File: config.mk
export PLATFORM = sky130hd
export DESIGN_NAME = traffic_controller_top_flat
export DESIGN_NICKNAME = d
export VERILOG_FILES = /design/src/rtl/traffic_controller_top_if.sv /design/src/rtl/traffic_controller_top.sv /design/src/flat_wrapper.sv
export SDC_FILE = /design/constraint.sdc
export NUM_CORES = 1
export LEC_CHECK = 0
export BUFFER_PORTS_ARGS = -buffer_cell sky130_fd_sc_hd__buf_2
export CORE_AREA = 2 2 44 46
export DETAILED_ROUTE_END_ITERATION = 6
export DIE_AREA = 0 0 46 48
export GPL_ROUTABILITY_DRIVEN = 0
export PLACE_DENSITY = 0.77
export SYNTH_ARGS = -nofsm -noshare
export SYNTH_HDL_FRONTEND = slang
export SYNTH_SLANG_ARGS = --single-unit
File: constraint.sdc
create_clock -name clk -period 2.4 [get_ports clk]
set_clock_uncertainty 0.2 [all_clocks]
set_input_delay 0.24 -clock clk [delete_from_list [all_inputs] [get_ports clk]]
set_output_delay 0.24 -clock clk [all_outputs]
set_load 0.1 [all_outputs]
File: src/rtl/traffic_controller_top_if.sv
// Signal bundle between the intersection controller and its environment:
// sensor/preemption inputs and the registered lamp outputs.
interface traffic_controller_top_if;
  logic pedestrian_request;
  logic emergency;
  logic traffic_red;
  logic traffic_yellow;
  logic traffic_green;
  logic pedestrian_walk;
  logic pedestrian_dont_walk;

  modport master (
    output pedestrian_request, emergency,
    input  traffic_red, traffic_yellow, traffic_green,
    input  pedestrian_walk, pedestrian_dont_walk
  );

  modport slave (
    input  pedestrian_request, emergency,
    output traffic_red, traffic_yellow, traffic_green,
    output pedestrian_walk, pedestrian_dont_walk
  );
endinterface

File: src/rtl/traffic_controller_top.sv
// Vehicle/pedestrian light sequencer with request latching and emergency preemption.
// Lamps are flopped from the next-state decode so they track the state register exactly.
module traffic_controller_top #(
  parameter int unsigned GREEN_MIN   = 10,
  parameter int unsigned GREEN_MAX   = 30,
  parameter int unsigned YELLOW_TIME = 4,
  parameter int unsigned RED_TIME    = 10,
  parameter int unsigned WALK_TIME   = 8,
  parameter int unsigned EMERG_CLEAR = 8
) (
  input  logic                      clk,
  input  logic                      rst,
  traffic_controller_top_if.slave   bus
);

  typedef enum logic [2:0] {S_GREEN, S_YELLOW, S_RED, S_WALK, S_EMERG} state_e;

  // Timers load count-1 on entry so a state spans exactly its parameter in cycles.
  localparam logic [7:0] GREEN_LD  = 8'(GREEN_MAX - 1);
  localparam logic [7:0] YELLOW_LD = 8'(YELLOW_TIME - 1);
  localparam logic [7:0] RED_LD    = 8'(RED_TIME - 1);
  localparam logic [7:0] WALK_LD   = 8'(WALK_TIME - 1);
  localparam logic [7:0] EMERG_LD  = 8'(EMERG_CLEAR);
  localparam logic [7:0] PED_WIN   = 8'(GREEN_MAX - GREEN_MIN);

  state_e     state_q, state_d;
  logic [7:0] timer_q, timer_d;
  logic       ped_q, ped_d;
  logic       red_q, red_d, yellow_q, yellow_d, green_q, green_d, walk_q, walk_d;
  logic       req;

  assign req = bus.pedestrian_request;

  always_comb begin
    state_d = state_q;
    timer_d = timer_q - 8'd1;
    ped_d   = ped_q;
    if (bus.emergency) begin
      // Preemption wins over any expiry; holding it keeps the clearance timer full.
      state_d = S_EMERG;
      timer_d = EMERG_LD;
      ped_d   = 1'b0;
    end else begin
      case (state_q)
        S_GREEN: begin
          ped_d = ped_q | req;
          if (timer_q == 8'd0 || (timer_q <= PED_WIN && ped_d)) begin
            state_d = S_YELLOW;
            timer_d = YELLOW_LD;
          end
        end
        S_YELLOW: begin
          ped_d = ped_q | req;
          if (timer_q == 8'd0) begin
            state_d = S_RED;
            timer_d = RED_LD;
          end
        end
        S_RED: begin
          if (ped_q || req) begin
            state_d = S_WALK;
            timer_d = WALK_LD;
            ped_d   = 1'b0;
          end else if (timer_q == 8'd0) begin
            state_d = S_GREEN;
            timer_d = GREEN_LD;
          end
        end
        S_WALK: begin
          if (timer_q == 8'd0) begin
            state_d = S_GREEN;
            timer_d = GREEN_LD;
          end
        end
        S_EMERG: begin
          if (timer_q == 8'd0) begin
            state_d = S_GREEN;
            timer_d = GREEN_LD;
          end
        end
        default: begin
          state_d = S_GREEN;
          timer_d = GREEN_LD;
          ped_d   = 1'b0;
        end
      endcase
    end

    green_d  = (state_d == S_GREEN);
    yellow_d = (state_d == S_YELLOW);
    red_d    = (state_d == S_RED) || (state_d == S_WALK) || (state_d == S_EMERG);
    walk_d   = (state_d == S_WALK);
  end

  always_ff @(posedge clk) begin
    if (rst) begin
      state_q  <= S_GREEN;
      timer_q  <= GREEN_LD;
      ped_q    <= 1'b0;
      green_q  <= 1'b1;
      yellow_q <= 1'b0;
      red_q    <= 1'b0;
      walk_q   <= 1'b0;
    end else begin
      state_q  <= state_d;
      timer_q  <= timer_d;
      ped_q    <= ped_d;
      green_q  <= green_d;
      yellow_q <= yellow_d;
      red_q    <= red_d;
      walk_q   <= walk_d;
    end
  end

  assign bus.traffic_green        = green_q;
  assign bus.traffic_yellow       = yellow_q;
  assign bus.traffic_red          = red_q;
  assign bus.pedestrian_walk      = walk_q;
  assign bus.pedestrian_dont_walk = ~walk_q;

endmodule

File: src/flat_wrapper.sv
// flat-port wrapper written by rule: the top's interface ports become plain ports
module traffic_controller_top_flat 
#(
  parameter int unsigned GREEN_MIN   = 10,
  parameter int unsigned GREEN_MAX   = 30,
  parameter int unsigned YELLOW_TIME = 4,
  parameter int unsigned RED_TIME    = 10,
  parameter int unsigned WALK_TIME   = 8,
  parameter int unsigned EMERG_CLEAR = 8
)
  (clk, rst, bus_pedestrian_request, bus_emergency, bus_traffic_red, bus_traffic_yellow, bus_traffic_green, bus_pedestrian_walk, bus_pedestrian_dont_walk);
  traffic_controller_top_if bus_i ();
  input  logic clk;
  input  logic rst;
  input wire logic [$bits(bus_i.pedestrian_request)-1:0] bus_pedestrian_request;
  input wire logic [$bits(bus_i.emergency)-1:0] bus_emergency;
  output wire logic [$bits(bus_i.traffic_red)-1:0] bus_traffic_red;
  output wire logic [$bits(bus_i.traffic_yellow)-1:0] bus_traffic_yellow;
  output wire logic [$bits(bus_i.traffic_green)-1:0] bus_traffic_green;
  output wire logic [$bits(bus_i.pedestrian_walk)-1:0] bus_pedestrian_walk;
  output wire logic [$bits(bus_i.pedestrian_dont_walk)-1:0] bus_pedestrian_dont_walk;
  assign bus_i.pedestrian_request = bus_pedestrian_request;
  assign bus_i.emergency = bus_emergency;
  assign bus_traffic_red = bus_i.traffic_red;
  assign bus_traffic_yellow = bus_i.traffic_yellow;
  assign bus_traffic_green = bus_i.traffic_green;
  assign bus_pedestrian_walk = bus_i.pedestrian_walk;
  assign bus_pedestrian_dont_walk = bus_i.pedestrian_dont_walk;
  traffic_controller_top #(.GREEN_MIN(GREEN_MIN), .GREEN_MAX(GREEN_MAX), .YELLOW_TIME(YELLOW_TIME), .RED_TIME(RED_TIME), .WALK_TIME(WALK_TIME), .EMERG_CLEAR(EMERG_CLEAR)) u_core (.clk(clk), .rst(rst), .bus(bus_i));
endmodule
### Yosys cells after proc, flatten, opt, wreduce, memory -nomap -nowiden

Cells that the tools add are included.

| storage, ports and cells | value |
|---|---|
| bits of input ports | 4 |
| flip-flop bits (word level) | 16 |
| output and inout port bits | 5 |
| word-level logic and storage cells | 48 |

| operators by class | value |
|---|---|
| reduce and logical (&&, ||, !) cells | 12 |
| order comparisons | 1 |
| add/subtract/negate cells | 1 |
| bitwise logic cells | 3 |
| mux-type cells | 14 |
| eq/ne operators | 9 |

Operators with widths:

| kind | number |
|---|---|
| 8-bit 2-to-1 mux | 4 |
| 8-bit case mux with 4 select lines | 1 |
| 3-bit 2-to-1 mux | 5 |
| 3-bit by 2-bit equality test with 1-bit output, second input constant | 4 |
| 3-bit case mux with 4 select lines | 1 |
| 8-bit by 5-bit <= comparator with 1-bit output, second input constant | 1 |
| 8-bit zero test | 1 |
| 8-bit by 1-bit subtractor with 8-bit output, second input constant | 1 |
| 3-bit by 1-bit equality test with 1-bit output, second input constant | 2 |
| 3-bit equality test, second input constant | 2 |
| 3-bit zero test | 2 |
| 2-bit OR reduction | 3 |
| 5-bit 2-to-1 mux | 1 |
| 1-bit logical OR | 4 |
| 1-bit case mux with 3 select lines | 1 |
| 2-bit by 1-bit inequality test with 1-bit output, second input constant | 1 |
| 1-bit inverter | 2 |
| 2-bit AND reduction | 1 |
| 1-bit logical AND | 1 |
| 1-bit 2-to-1 mux | 1 |
| 1-bit bitwise OR | 1 |

### Depth between registers and ports, before layout

| logic depth | value |
|---|---|
| word-level depth | 9 |
| mapped depth | 7 |

### Worst setup path before layout

No wires, ideal clock.

| timing path | value |
|---|---|
| path type | reg-to-output |
| start point | register u_core.walk_q, in the netlist u_core.bus.pedestrian_walk |
| end point | output port bus_pedestrian_dont_walk |
| stages on the path, launching flop included | 2 |
| slack | 0.350 ns |
| data arrival time | 1.610 ns |
| cells stage by stage | dfxtp_1 -> inv_1 |

| on the way | value |
|---|---|
| cells in the longest elaborated chain, start to end | 1 |

RTL lines:

| element | line | RTL |
|---|---|---|
| start: declaration | traffic_controller_top.sv:29 | `logic red_q, red_d, yellow_q, yellow_d, green_q, green_d, walk_q, walk_d;` |
| start signal: assignment | traffic_controller_top.sv:111 | `walk_q <= walk_d;` |
| 1-bit inverter | traffic_controller_top.sv:119 | `assign bus.pedestrian_dont_walk = ~walk_q;` |
| end: declaration | flat_wrapper.sv:21 | `output wire logic [$bits(bus_i.pedestrian_dont_walk)-1:0] bus_pedestrian_dont_walk;` |

No other way between the ends.

### Worst setup path after layout

| timing path | value |
|---|---|
| start point | register u_core.timer_q[0] |
| end point | register u_core.green_q, in the netlist u_core.bus.traffic_green |

| on the way | value |
|---|---|
| cells in the longest elaborated chain, start to end | 7 |
| elaborated cells between the ends (all ways) | 11 |

RTL lines:

| element | line | RTL |
|---|---|---|
| start: declaration | traffic_controller_top.sv:27 | `logic [7:0] timer_q, timer_d;` |
| start signal: assignment | traffic_controller_top.sv:106 | `timer_q <= timer_d;` |
| 8-bit by 5-bit <= comparator with 1-bit output | traffic_controller_top.sv:47 | `if (timer_q == 8'd0 \|\| (timer_q <= PED_WIN && ped_d)) begin` |
| 1-bit logical AND | traffic_controller_top.sv:47 |  |
| 1-bit logical OR | traffic_controller_top.sv:47 |  |
| 3-bit 2-to-1 mux | traffic_controller_top.sv:47 |  |
| 3-bit case mux with 4 select lines (*) | traffic_controller_top.sv:44 | `case (state_q)` |
| 3-bit 2-to-1 mux (*) | traffic_controller_top.sv:38 | `if (bus.emergency) begin` |
| 3-bit zero test (*) | traffic_controller_top.sv:89 | `green_d = (state_d == S_GREEN);` |
| end signal: assignment | traffic_controller_top.sv:108 | `green_q <= green_d;` |
| end: declaration | traffic_controller_top.sv:29 |  |

Mark *: on every way between the ends. The rest lies on a longest branch, timed or not.
A chain may end at the register's enable or synchronous reset.

==> impl_metrics.env <==
export IMPL_run_status="complete, no violations"
export IMPL_dieArea_um2=2210
export IMPL_seqCellArea_um2=320
export IMPL_power_density_nw_per_um2=637
export IMPL_cts_inserted_buffers=3
export IMPL_use_met1=0.285
export IMPL_via_per_inst=6.39
export IMPL_crit_arrival_ps=2080
export IMPL_cp_start_kind="flip-flop"
export IMPL_antenna_found_initial=0
export IMPL_multiInputGateArea_um2=537
export IMPL_synth_top_area_share=0.357
export IMPL_worstMarginPinSlew_ps=502
export IMPL_drive_above_1_share=0.155
export IMPL_max_freq_ghz=0.477
export IMPL_fp_dieH_um=48
export IMPL_cts_setup_buffers=0
export IMPL_yosys_area_top_type="dfxtp_1"
export IMPL_finalHoldViolCount=0
export IMPL_synth_area_top_cells="dfxtp_1, nor2_1, xnor2_1, nor3_1, ha_1"
export IMPL_met3_usage=0.0264
export IMPL_core_um2=1690
export IMPL_cp_num_buf_inv=1
export IMPL_postCtsHoldBufs=0
export IMPL_drt_wl_total_um=2000
export IMPL_min_period_over_period=0.873
export IMPL_min_path_type="in -> reg"
export IMPL_io_pins=9
export IMPL_syn_inst=108
export IMPL_cts_tree="built"
export IMPL_die_w_um=46
export IMPL_use_met2=0.347
export IMPL_grt_use_total=0.213
export IMPL_finalSetupViolCount=0
export IMPL_rsz0062_at_grt="false"
export IMPL_synth_nets=114
export IMPL_finalSetupTns_ps=0
export IMPL_leakagePower_nw=0.365
export IMPL_path_max_fanout=5
export IMPL_yosys_cell_types_count=39
export IMPL_synth_seq_area_share=0.357
export IMPL_finalPower_uw=621
export IMPL_synth_main_ff_cell="dfxtp_1"
export IMPL_first_global_vias=723
export IMPL_cts_sinks=16
export IMPL_drc=0
export IMPL_crit_family="compound AO/OA/AOI/OAI gates"
export IMPL_antenna_left=0
export IMPL_grt_max_degree=14
export IMPL_ir_drop_mv=0.474
export IMPL_slew_headroom=0.663
export IMPL_wire_per_inst_um=15.0
export IMPL_drtIter0Drc=46
export IMPL_slowest_delay_ps=400
export IMPL_critPathKind="reg -> reg"
export IMPL_slowest_stage="a311o_1"
export IMPL_cts_root_buffer="clkbuf_4"
export IMPL_firstDrtPassIters=4
export IMPL_fillers=153
export IMPL_synth_avg_cell_area_um2=8.32
export IMPL_grt_first_pass_wirelength_um=3300
export IMPL_dp_hpwl_um=1420
export IMPL_synth_area_um2=898
export IMPL_clockBufferDepth=2
export IMPL_row_count=15
export IMPL_required_ps=2380
export IMPL_slew_violations=0
export IMPL_yosys_warnings=0
export IMPL_async_flop_share=0
export IMPL_htree_num_levels=1
export IMPL_grt_remaining_overflow=0
export IMPL_diodes=0
export IMPL_cts_resized=0
export IMPL_initial_utilization=0.532
export IMPL_grt_busiest_layer="met2"
export IMPL_final_net_count=123
export IMPL_area_delta_synth_final_pct=8.36
export IMPL_clk_latency_ps=290
export IMPL_end_kind="flip-flop"
export IMPL_io_buffers=8
export IMPL_vias=850
export IMPL_cts_clk_slew_worst_paths_ps=100
export IMPL_drv_cap=0
export IMPL_synth_edf_count=0
export IMPL_post_route_min_period_ps=2100
export IMPL_synth_seq_cells=16
export IMPL_cp_cell_sequence="inv_1, ha_1, nor4b_4, a41oi_1, a311o_1, o22ai_2, nor2_1"
[cell usage after synthesis (all sizes together) (3+ instances only)]
cell,n
a31oi,4
nor2,17
nor3,7
dfxtp,16
nand2,6
o21ai,3
or3,5
xnor2,5
inv,5
a21oi,4
[worst reg2reg max path, delay by kind of cell, from the launching register on]
| family | cells | cell delay (ps) |
|---|---|---|
| buffers and inverters | 1 | 90 |
| AND/OR/NAND/NOR | 2 | 400 |
| flip-flops | 1 | 330 |
| adder cells (fa/ha/maj) | 1 | 210 |
| AO/OA/AOI/OAI | 3 | 750 |
[layout make-up]
type | count | share of cell area
Clock buffer | 4 | 0.0373
Inverter | 5 | 0.0193
Multi-Input combinational cell | 83 | 0.551
Sequential cell | 16 | 0.329
Tap cell | 17 | 0.0219
Timing Repair Buffer | 8 | 0.0411
[final timing paths]
path                     start                       end  slack (ps)  cells after the start
max reg2reg  u_core.timer_q[0]  u_core.bus.traffic_green         300                      7
max          u_core.timer_q[0]  u_core.bus.traffic_green         300                      7
min                        rst              u_core.ped_q          30                      2
min reg2reg  u_core.timer_q[0]         u_core.timer_q[0]         360                      2
[cell families (layout without fill, tap and decap cells)]
group / after synthesis / after routing / synth area share
mux: 1 / 1 / 0.0111
simple gates: 47 / 47 / 0.280
flops: 16 / 16 / 0.357
fa+ha+maj: 2 / 2 / 0.0279
compound gates: 27 / 27 / 0.220
xor+xnor: 6 / 6 / 0.0585
buf+inv: 9 / 17 / 0.0460
[placed cells by master, fill, tap and decap left out, types with 2 or more instances in the layout]
cell      synthesis  final
buf_2             0      8
nand2_1           6      6
nor3_1            7      7
a211oi_1          2      2
dfxtp_1          16     16
o211ai_1          2      2
xnor2_1           5      5
a31oi_1           3      3
o21bai_1          2      2
a22oi_1           2      2
nor2b_1           2      2
or3_1             4      4
nor2_1           17     17
nand3_1           2      2
ha_1              2      2
clkbuf_4          0      3
a21oi_1           4      4
nand4_1           2      2
o21ai_0           3      3
inv_1             5      5
[power breakdown]
group	internal, mW	switching (mW)	leakage [nW]
registers	0.281	0.0222	0.132
logic	0.0497	0.0866	0.212
clock network	0.0924	0.0887	0.0210
total	0.423	0.198	0.365
[stage by stage]
| stage | hold slack (ps) | area (um^2) | util | cells | setup slack [ps] |
|---|---|---|---|---|---|
| 4_1_cts | 31.3 | 973 | 0.576 | 133 | 331 |
| 2_1_floorplan | 112 | 898 | - | 108 | 350 |
| 3_5_place_dp | 332 | 937 | 0.555 | 129 | 439 |
| 6_report | 30.1 | 973 | 0.576 | 133 | 304 |
| 3_3_place_gp | 331 | 937 | 0.555 | 129 | 462 |
| 5_1_grt | 52.0 | 973 | 0.576 | 133 | 141 |
[routing by layer]
| layer | up-vias | routed length (um) |
|---|---|---|
| li1 | 405 | - |
| met1 | 376 | 822 |
| met2 | 54 | 875 |
| met3 | 15 | 217 |
| met4 | 0 | 80 |
| met5 | - | 0 |
[flip-flops by register name, indices dropped and copies added, names as in the netlist]
name                        cells
u_core.bus.traffic_yellow       1
u_core.bus.traffic_green        1
u_core.bus.pedestrian_walk      1
u_core.timer_q                  8
u_core.state_q                  3
u_core.bus.traffic_red          1
u_core.ped_q                    1
No activity file was read; power rests on OpenSTA's default activity.
